--- src/rtl/prefetcher_pkg.sv ---
// Shared types and constants for the prefetcher's DDR-side read responder.
package prefetcher_pkg;

  localparam logic [1:0] R_RESP_OKAY   = 2'b00;
  localparam logic [1:0] R_RESP_SLVERR = 2'b10;

  localparam int PF_ADDR_BITS = 16;
  localparam int PF_TID_WIDTH = 8;
  localparam int PF_LEN_WIDTH = 8;

  typedef struct packed {
    logic [PF_TID_WIDTH-1:0] id;
    logic [PF_ADDR_BITS-1:0] addr;
    logic [PF_LEN_WIDTH-1:0] len;
  } rd_req_t;

  typedef enum logic [1:0] {
    IDLE,
    WAIT,
    BURST
  } rd_state_e;

endpackage

--- src/rtl/prefetcher_rd_fifo.sv ---
// Synchronous request FIFO with full/empty/count; head is read combinationally.
module prefetcher_rd_fifo
  import prefetcher_pkg::*;
#(
  parameter type entry_t   = rd_req_t,
  parameter int  LOG_DEPTH = 2
) (
  input  logic               clk,
  input  logic               resetN,
  input  logic               push,
  input  entry_t             push_data,
  input  logic               pop,
  output entry_t             head,
  output logic               full,
  output logic               empty,
  output logic [LOG_DEPTH:0] count
);

  localparam int DEPTH = 1 << LOG_DEPTH;

  entry_t               mem [DEPTH];
  logic [LOG_DEPTH-1:0] wr_ptr;
  logic [LOG_DEPTH-1:0] rd_ptr;
  logic                 push_ok;
  logic                 pop_ok;

  // A push into a full FIFO is legal only when the head leaves in the same cycle.
  assign pop_ok  = pop && !empty;
  assign push_ok = push && (!full || pop_ok);
  assign full    = (count == (LOG_DEPTH+1)'(DEPTH));
  assign empty   = (count == '0);
  assign head    = mem[rd_ptr];

  always_ff @(posedge clk) begin
    if (!resetN) begin
      wr_ptr <= '0;
      rd_ptr <= '0;
      count  <= '0;
    end else begin
      if (push_ok) wr_ptr <= wr_ptr + 1'b1;
      if (pop_ok)  rd_ptr <= rd_ptr + 1'b1;
      case ({push_ok, pop_ok})
        2'b10:   count <= count + 1'b1;
        2'b01:   count <= count - 1'b1;
        default: ;
      endcase
    end
  end

  always_ff @(posedge clk) begin
    if (push_ok) mem[wr_ptr] <= push_data;
  end

endmodule

--- src/rtl/prefetcher_rd_responder.sv ---
// AXI read responder: queues AR bursts, waits a programmable latency, then returns
// INCR beats whose data is the beat address, with throttle and SLVERR-window knobs.
module prefetcher_rd_responder
  import prefetcher_pkg::*;
#(
  parameter  int ADDR_BITS            = 16,
  parameter  int TID_WIDTH            = 8,
  parameter  int BURST_LEN_WIDTH      = 8,
  parameter  int LOG_BLOCK_DATA_BYTES = 0,
  parameter  int LOG_QUEUE_SIZE       = 2,
  parameter  int LAT_WIDTH            = 6,
  localparam int DATA_WIDTH           = 8 << LOG_BLOCK_DATA_BYTES
) (
  input  logic                       clk,
  input  logic                       resetN,
  input  logic                       s_ar_valid,
  output logic                       s_ar_ready,
  input  logic [ADDR_BITS-1:0]       s_ar_addr,
  input  logic [BURST_LEN_WIDTH-1:0] s_ar_len,
  input  logic [TID_WIDTH-1:0]       s_ar_id,
  output logic                       s_r_valid,
  input  logic                       s_r_ready,
  output logic [DATA_WIDTH-1:0]      s_r_data,
  output logic [TID_WIDTH-1:0]       s_r_id,
  output logic                       s_r_last,
  output logic [1:0]                 s_r_resp,
  input  logic [LAT_WIDTH-1:0]       cfg_latency,
  input  logic [LAT_WIDTH-1:0]       cfg_throttle,
  input  logic [ADDR_BITS-1:0]       cfg_errBase,
  input  logic [ADDR_BITS-1:0]       cfg_errLimit,
  output logic [LOG_QUEUE_SIZE:0]    outstanding
);

  localparam int                   CW        = LOG_QUEUE_SIZE + 1;
  localparam int                   QDEPTH    = 1 << LOG_QUEUE_SIZE;
  localparam logic [ADDR_BITS-1:0] BEAT_STEP = ADDR_BITS'(1 << LOG_BLOCK_DATA_BYTES);

  typedef struct packed {
    logic [TID_WIDTH-1:0]       id;
    logic [ADDR_BITS-1:0]       addr;
    logic [BURST_LEN_WIDTH-1:0] len;
  } req_t;

  req_t                       push_req;
  req_t                       head;
  logic                       push;
  logic                       pop;
  logic                       fifo_full;
  logic                       fifo_empty;
  logic [CW-1:0]              fifo_count;
  logic [CW-1:0]              count_nxt;
  rd_state_e                  state;
  logic [ADDR_BITS-1:0]       beat_addr;
  logic [ADDR_BITS-1:0]       addr_nxt;
  logic [BURST_LEN_WIDTH-1:0] act_len;
  logic [TID_WIDTH-1:0]       act_id;
  logic [1:0]                 act_resp;
  logic [BURST_LEN_WIDTH:0]   beat;
  logic [BURST_LEN_WIDTH:0]   beat_nxt;
  logic [LAT_WIDTH-1:0]       lat_cnt;
  logic [LAT_WIDTH-1:0]       thr_cnt;
  logic [LAT_WIDTH-1:0]       thr_nxt;
  logic                       r_fire;
  logic                       last_fire;
  logic                       bubble;

  function automatic logic [DATA_WIDTH-1:0] beat_data(input logic [ADDR_BITS-1:0] a);
    return DATA_WIDTH'(a);
  endfunction

  function automatic logic [1:0] resp_for(input logic [ADDR_BITS-1:0] a,
                                          input logic [ADDR_BITS-1:0] base,
                                          input logic [ADDR_BITS-1:0] limit);
    if ((base < limit) && (a >= base) && (a < limit)) return R_RESP_SLVERR;
    return R_RESP_OKAY;
  endfunction

  prefetcher_rd_fifo #(
    .entry_t   (req_t),
    .LOG_DEPTH (LOG_QUEUE_SIZE)
  ) u_fifo (
    .clk       (clk),
    .resetN    (resetN),
    .push      (push),
    .push_data (push_req),
    .pop       (pop),
    .head      (head),
    .full      (fifo_full),
    .empty     (fifo_empty),
    .count     (fifo_count)
  );

  always_comb begin
    push_req.id   = s_ar_id;
    push_req.addr = s_ar_addr;
    push_req.len  = s_ar_len;
    r_fire        = (state == BURST) && s_r_valid && s_r_ready;
    last_fire     = r_fire && s_r_last;
    pop           = !fifo_empty && ((state == IDLE) || last_fire);
    push          = s_ar_valid && s_ar_ready && (!fifo_full || pop);
    count_nxt     = fifo_count + CW'(push) - CW'(pop);
    beat_nxt      = beat + 1'b1;
    addr_nxt      = beat_addr + BEAT_STEP;
    thr_nxt       = thr_cnt + 1'b1;
    bubble        = (cfg_throttle != '0) && (thr_nxt >= cfg_throttle);
  end

  assign outstanding = fifo_count + CW'(state != IDLE);

  always_ff @(posedge clk) begin
    if (!resetN) begin
      state      <= IDLE;
      s_ar_ready <= 1'b0;
      s_r_valid  <= 1'b0;
      s_r_last   <= 1'b0;
      s_r_data   <= '0;
      s_r_id     <= '0;
      s_r_resp   <= R_RESP_OKAY;
      beat_addr  <= '0;
      act_len    <= '0;
      act_id     <= '0;
      act_resp   <= R_RESP_OKAY;
      beat       <= '0;
      lat_cnt    <= '0;
      thr_cnt    <= '0;
    end else begin
      s_ar_ready <= (count_nxt != CW'(QDEPTH));

      if (cfg_throttle == '0) thr_cnt <= '0;
      else if (r_fire)        thr_cnt <= bubble ? '0 : thr_nxt;

      // Pop loads the active burst; from BURST this skips IDLE entirely.
      if (pop) begin
        state     <= WAIT;
        beat_addr <= head.addr;
        act_len   <= head.len;
        act_id    <= head.id;
        act_resp  <= resp_for(head.addr, cfg_errBase, cfg_errLimit);
        beat      <= '0;
        lat_cnt   <= cfg_latency;
      end

      case (state)
        IDLE: ;
        WAIT: begin
          if (lat_cnt == '0) begin
            state     <= BURST;
            s_r_valid <= 1'b1;
            s_r_data  <= beat_data(beat_addr);
            s_r_id    <= act_id;
            s_r_last  <= (act_len == '0);
            s_r_resp  <= act_resp;
          end else begin
            lat_cnt <= lat_cnt - 1'b1;
          end
        end
        BURST: begin
          if (last_fire) begin
            s_r_valid <= 1'b0;
            s_r_last  <= 1'b0;
            if (!pop) state <= IDLE;
          end else if (r_fire) begin
            beat      <= beat_nxt;
            beat_addr <= addr_nxt;
            s_r_data  <= beat_data(addr_nxt);
            s_r_last  <= (beat_nxt == {1'b0, act_len});
            s_r_valid <= !bubble;
          end else if (!s_r_valid) begin
            s_r_valid <= 1'b1;
          end
        end
        default: state <= IDLE;
      endcase
    end
  end

endmodule
--- config.mk ---
export PLATFORM = sky130hd
export DESIGN_NAME = prefetcher_rd_responder
export DESIGN_NICKNAME = d
export VERILOG_FILES = /design/src/rtl/prefetcher_pkg.sv /design/src/rtl/prefetcher_rd_fifo.sv /design/src/rtl/prefetcher_rd_responder.sv
export SDC_FILE = /design/constraint.sdc
export NUM_CORES = 1
export LEC_CHECK = 0
export CAP_MARGIN = 20
export CELL_PAD_IN_SITES_DETAIL_PLACEMENT = 2
export CELL_PAD_IN_SITES_GLOBAL_PLACEMENT = 2
export CORE_ASPECT_RATIO = 1.25
export CORE_UTILIZATION = 35
export DETAILED_ROUTE_END_ITERATION = 8
export GPL_TIMING_DRIVEN = 0
export PLACE_DENSITY = 0.86
export REMOVE_ABC_BUFFERS = 1
export SLEW_MARGIN = 15
export SYNTH_ARGS = -nofsm -noshare
export SYNTH_HDL_FRONTEND = slang
export SYNTH_SLANG_ARGS = --single-unit
--- constraint.sdc ---
create_clock -name clk -period 3.1 [get_ports clk]
set_clock_uncertainty 0.1 [all_clocks]
set_input_delay 0.775 -clock clk [delete_from_list [all_inputs] [get_ports clk]]
set_output_delay 0.775 -clock clk [all_outputs]
set_load 0.02 [all_outputs]
==> results.md, run 1 <==
- Worst path required time: about 2200 ps
- Synth cell types: 72
- Final WL: between 20 and 30 mm
- CP Buf/Inv Count: 3
- Synth Area in Simple Gates: 0.1065
- DR WL met2: 15.35 mm
- Seq/Total Area, Yosys: 0.5463
- Die Y: 189.6 um
- Initial Utilization: 0.3565
- Most used DFF post-synth: edfxtp_1
- Yosys reg bits: 205
- Routed WL per cell: about 22 um
- Crit-path cells: inv_1 > ha_2 > inv_1 > ha_1 > ha_1 > dlygate4sd2_1
- Largest net degree at the start of global routing: between 60 and 70
- ANT nets after route: 0
- Critical path's top delay family: adder cells
- H-Tree Level Count: 1
- Clock sink total: 205
- Data arrival time of the worst path: 2140 ps
- Xor/xnor cell area share of the yosys netlist: 0.02488
- Top cell type's share of synthesized area: 0.3899
- Worst Hold Class: flip-flop to flip-flop
- DR vias/cell: approximately 5.4
- Setup_tns: 0 ps
- CTS max path bufs: 3
- CTS tree: yes
- First-pass GRT wire length: around 45 mm
- Mux cell area share after synthesis: 0.08529
- TritonCTS Buffers: 22
- Slowest stage delay, CP: 330 ps
- Routed vias: 7035
- Fraction of layout cells with a size suffix above 1: 0.1137
- Post-place setup slack: -1430 ps
- Synth Warn #: 0
- Max Clock Freq: 331.4 MHz
- Crit start category: flip-flop
- Buffers added on ports: roughly 100
- Gate Count Post-Synth: 820
- Die area: 28850 um^2
- Multi-input gate area: 4146 um^2
- CP max stage cell: dfxtp_1
- Die width: about 150 um
- Hpwl dp: 19.15 mm
- DR top layer: met4
- Layout net count: 1076
- Final critical-path setup slack: ~83 ps
- Slew Viols, Final: 0
- Grt ovf: 0
- Sequential cell area: 5390 um^2
- Endpoints failing setup: 0
- Max-slew headroom: 0.3935
- Synth Area in Adders: 0.09164
- Status: finished with violations
- Failing checks: design-rule violations
- Wire length on met1: about 11 mm
- Period utilization: 0.9733
- Fillers: 2714
- Synthesized area per cell: 12.02 um^2
- Worst setup EP type: output port
- Cell area power density: between 700 and 800 nW/um^2
- Clock Root Buffer: clkbuf_16
- Max-cap check violation count: 0
- Core area: 27650 um^2
- Routed met3 length: 1.056 mm
- Synthesized area: around 10000 um^2
- Initial antenna violation count: 3
- Ys async rst share: 0
- Max IR drop VDD: roughly 340 uV
- Clock transition at path regs: around 60 ps
- Number of global-route vias before repair: 8069
- Worst-margin pin slew: 903.7 ps
- Synth Area in Compound Gates: 0.1071
- Hold Violations, Final: 0
- Largest family of logic cells by synthesized area: compound AO/OA/AOI/OAI gates
- I/O pin cnt: 104
- First drt pass iteration count: 8
- DRC: 12
- Worst-Skew Late Latency: about 500 ps
- First DRT Iteration DRCs: 299
- CP Max Fanout: 3
- Row count: approximately 70
- Yosys top cell by area: edfxtp_1
- Setup CP Type: flip-flop to output port
- Top cells by area, synth: edfxtp_1 39%, dfxtp_1 16%, ha_1 8.8%
- Area Overhead vs Synth: 23.48%
- Tot GR Track Use: 0.1988
- GPL Wtd Cong: 0.7584
- Fin crit period: between 3000 and 4000 ps
- P_leak: 4.438 nW
- Number of flops mapped to enable cells by yosys: 128
==> area by class of cell <==
| class | instances | share of cell area |
|---|---|---|
| Tap cell | 350 | 0.03597 |
| Timing Repair Buffer | 114 | 0.09857 |
| Clock buffer | 27 | 0.05016 |
| Inverter | 56 | 0.01850 |
| Antenna cell | 3 | 0.0006167 |
| Multi-Input combinational cell | 526 | 0.3406 |
| Clock inverter | 13 | 0.01275 |
| Sequential cell | 205 | 0.4428 |
==> state kept, by name, summed over array words and instances, names as in the netlist, 3 cells and up, named ones only <==
signal        cells
u_fifo.mem      128
beat              9
act_id            8
act_len           8
beat_addr         8
s_r_data          8
s_r_id            8
lat_cnt           6
thr_cnt           6
u_fifo.count      3
==> final timing paths <==
path / cells after the start / startpoint / endpoint / slack (ps)
setup reg to reg: 11 / state[0] / u_fifo.count[2] / 170
setup / recovery: 6 / state[0] / outstanding[1] / 80
hold reg to reg: 2 / act_id[3] / act_id[3] / 360
hold / removal: 2 / act_id[3] / act_id[3] / 360
==> metrics by stage <==
step	hold slack (ps)	instances	power, mW	area (um^2)	utilization
after global routing	394.8	1294	10.23	12170	0.4402
after detailed placement	351.9	1245	6.795	11300	0.4085
final	361.7	1294	9.709	12170	0.4402
after floorplan	335.7	786	5.624	9694	-
after global placement	343.4	1238	6.544	11150	0.4033
after CTS	360.6	1289	9.760	12140	0.4389
==> cell usage after synthesis (all sizes together), types with 7 or more instances <==
library cell / count
edfxtp: 128
nand2: 84
dfxtp: 77
ha: 69
inv: 56
a21oi: 55
nor2: 52
mux4: 32
o21ai: 32
nor3: 19
buf: 17
clkbuf: 17
xor2: 16
a211oi: 13
nand3: 13
mux2i: 12
xnor2: 12
a31oi: 10
nand4: 8
nor4: 7
o211ai: 7
==> cell families (layout without fill, tap and decap cells) <==
family                   after synthesis  count (layout)
XOR/XNOR                              28              28
adder cells (fa/ha/maj)               71              71
AO/OA/AOI/OAI                        159             159
buffers and inverters                 90             210
multiplexers                          44              44
AND/OR/NAND/NOR                      222             223
flip-flops                           205             205
other                                  1               4
==> what timing repair did <==
item / CTS / global route
endpoints found under the setup margin: 40 / 5
hold buffers: 0 / 0
setup buffers: 3 / 2
resized for setup: 10 / 6
pin swaps: 1 / 2
cloned: 1 / 0
==> routing by layer <==
metal  up-vias  GRT usage
met4         0    0.07143
met1      3601     0.2195
met2       134     0.3839
met3        49    0.02961
met5         -          0
li1       3251          -
==> worst min-delay path, delay by kind of cell (launching register included) <==
kind / cells / cell delay (ps)
flops: 1 / 310
simple gates: 1 / 50
compound gates: 1 / 50
==> cells in the final DEF (no fill, tap or decap), drive strengths merged, types with 10 or more instances in the layout <==
cell / count
a211oi: 13
a21oi: 55
a31oi: 10
buf: 12
clkbuf: 28
clkdlybuf4s50: 98
dfxtp: 77
edfxtp: 128
ha: 69
inv: 57
mux2i: 12
mux4: 32
nand2: 84
nand3: 13
nor2: 52
nor3: 19
o21ai: 32
xnor2: 12
xor2: 16
==> where the power goes <==
part	internal, mW	leakage, nW	switching [mW]
clock	1.66	0.373	1.13
sequential	3.34	1.79	0.400
combinational	1.38	2.28	1.79
No activity file was read; power rests on OpenSTA's default activity.
==> inputs of run 2 (changes only) <==
--- a/config.mk
+++ b/config.mk
@@ -9,9 +9,9 @@
 export CELL_PAD_IN_SITES_DETAIL_PLACEMENT = 2
 export CELL_PAD_IN_SITES_GLOBAL_PLACEMENT = 2
 export CORE_ASPECT_RATIO = 1.25
+export CORE_MARGIN = 1
 export CORE_UTILIZATION = 35
 export DETAILED_ROUTE_END_ITERATION = 8
-export GPL_TIMING_DRIVEN = 0
 export PLACE_DENSITY = 0.86
 export REMOVE_ABC_BUFFERS = 1
 export SLEW_MARGIN = 15
==> run 2 against run 1 <==
  * The run still ends with design-rule violations left
  * Global-route usage increased by 1.3 points
  * Sequential share of layout area decreased by 0.30 points
  * Clock power increased by 5%
  * Flip-flop and latch count unchanged
  * Non-clock buffer count increased by 13
  * Hold slack about the same
  * Wire length increased by 5.9%
  * Final area increased by 0.69%
  * Largest cell class unchanged
  * Largest power group unchanged
==> results.md, run 2 (same netlist as run 1, synthesis figures left out) <==
- Critical path's top delay family: compound AO/OA/AOI/OAI gates
- Sw power: 3.366 mW
- Fraction of layout cells with a size suffix above 1: 0.1194
- Max-slew headroom: 0.3544
- Buffers added on ports: 102
- Row count: 68
- Tot GR Track Use: 0.2117
- First drt pass iteration count: 6
- Failing checks: design-rule violations
- Layout net count: 1089
- Final WL: about 30 mm
- Internal power: 6.519 mW
- Largest regs: u_fifo.mem (128), beat (9)
- RSZ-0062 raised after global routing: no
- WHS Path Cells: 2
- Crit-path cells: clkdlybuf4s50_1 > inv_1 > ha_1 > a21o_1 > a21o_1 > a2111oi_0 > nand4_1 > o31ai_2
- Inst Count DP: about 1300
- Worst R2R Path Depth: 8
- First-pass GRT wire length: 47.04 mm
- H-Tree Level Count: 1
- Initial antenna violation count: 2
- Largest net degree at the start of global routing: 64
- Sequential fraction of design power: 0.377
- Die width: between 150 and 200 um
- Max Clock Freq: ~340 MHz
- Total Power: between 9 and 10 mW
- Worst Hold Class: flip-flop to flip-flop
- Worst path required time: 3430 ps
- Core area: approximately 28000 um^2
- CP Buf/Inv Count: 2
- Crit start category: primary input
- Worst-margin pin slew: 966.0 ps
- I/O pin cnt: 104
- Max IR drop VDD: 372.5 uV
- Endpoints failing setup: 0
- Combinational share of power: 0.326
- Post-CTS setup buffer count: 0
- Cell area power density: 806.5 nW/um^2
- WHS Endpoint: act_id[1]
- Data arrival time of the worst path: 3300 ps
- TritonCTS Buffers: 23
- Layout Cells excl Fill: 1307
- Sw Share: 0.3406
- Post-place setup slack: -205.2 ps
- GPL Wtd Cong: 0.7808
- Hold Violations, Final: 0
- Most frequent cells in the layout: 128 x edfxtp_1, 99 x clkdlybuf4s50_1, 84 x nand2_1
- Max-cap check violation count: 0
- Routed vias: 7086
- Period utilization: 0.9587
- Status: finished with violations
- FF-to-FF End: act_resp[1]
- Worst-Skew Late Latency: 520 ps
- Setup CP Type: primary input to flip-flop
- CTS max path bufs: 3
- CP Max Fanout: 2
- Grt ovf: 0
- Area Overhead vs Synth: 24.33%
- Finished layout cell area: 12260 um^2
- Placed cell area: around 11000 um^2
- First DRT Iteration DRCs: 267
- Fin crit period: 2972 ps
- Hold_buf cts: 0
- Most common cell after layout, fill and taps aside: edfxtp_1
- Clock Root Buffer: clkbuf_16
- Die Y: 189.6 um
- Routed WL per cell: 23.08 um
- Biggest register: u_fifo.mem
- Most frequent CP cell: a21o_1
- R2R Setup Slk: 170 ps
- Final Util: 0.4433
- P_leak: 4.512 nW
- Hpwl dp: about 21 mm
- Clock sink total: 205
- Clock transition at path regs: 70 ps
- Slowest stage delay, CP: 720 ps
- Worst setup EP type: flip-flop
- CTS tree: yes
- Final critical-path setup slack: 128.1 ps
- CP max stage cell: a2111oi_0
- Initial Utilization: 0.3565
- Die area: roughly 29000 um^2
- Clock power frac: 0.296
- Max FFs per register: 128
- DR vias/cell: between 5 and 6
- Number of global-route vias before repair: between 8000 and 9000
- Slew Viols, Final: 0
- Hold Startpoint: act_id[1]
- ANT nets after route: 0
- DRC: 12
==> run 2: changes by cell type in the layout (fill, tap and decap cells not counted), moves of 2 or more <==
cell	previous run	this run
buf_12	5	7
buf_4	4	18
buf_6	2	0
clkinv_1	1	4
clkinv_2	4	1
clkinv_4	2	0
ha_1	67	69
inv_2	0	2
==> run 2: area by class of cell <==
cell class / count / area, um^2
fill: 2721 / 15390
sequential: 205 / 5390
multi-input combinational: 525 / 4109
timing repair buffer: 127 / 1292
clock buffer: 29 / 639.4
tap: 350 / 437.9
inverter: 56 / 210.2
clock inverter: 13 / 172.7
antenna: 2 / 5.005
==> run 2: power groups by stage <==
stage / Sequential, mW / Clock [mW] / Combinational (mW)
global placement: 3.73 / 0 / 2.95
finish: 3.73 / 2.93 / 3.23
CTS: 3.73 / 3.00 / 3.26
detailed placement: 3.78 / 0 / 3.18
global route: 3.78 / 3.08 / 3.52
floorplan: 3.78 / 0 / 1.85
==> run 2: worst min-delay path: stages (launching register included) <==
cell	delay (ps)
dfxtp_1	310
nand2_1	50
a21oi_1	50
==> run 2: worst max-delay path by stage <==
stage,from,end,slack [ps],cells past startpoint
final,cfg_errLimit[13],act_resp[1],130,8
after detailed placement,s_r_ready,u_fifo.count[2],-210,11
after global placement,s_r_ready,s_ar_ready,-80,11
after global routing,flip-flop,act_resp[1],30,8
after floorplan,flip-flop,act_resp[1],-260,8
after CTS,state[0],outstanding[0],40,5
==> run 2: routing by layer <==
layer	vias up	routed length, um	share of wire	GRT usage
met5	-	0	0	0
li1	3288	-	-	-
met4	0	902	0.030	0.1001
met1	3601	12010	0.40	0.2325
met3	59	995	0.033	0.02916
met2	138	16250	0.54	0.4011
==> run 2: timing repair <==
action | 4_1_cts | 5_1_grt
setup endpoints to repair | 3 | 3
resized for setup | 3 | 4
hold endpoints to repair | 0 | 0
==> run 2: per-stage QoR <==
stage	setup TNS, ps	hold WS (ps)
after floorplan	-667.3	335.7
after global placement	-110.5	342.6
after detailed placement	-437.1	356.2
after CTS	0	364.4
after global routing	0	396.8
final	0	362.1
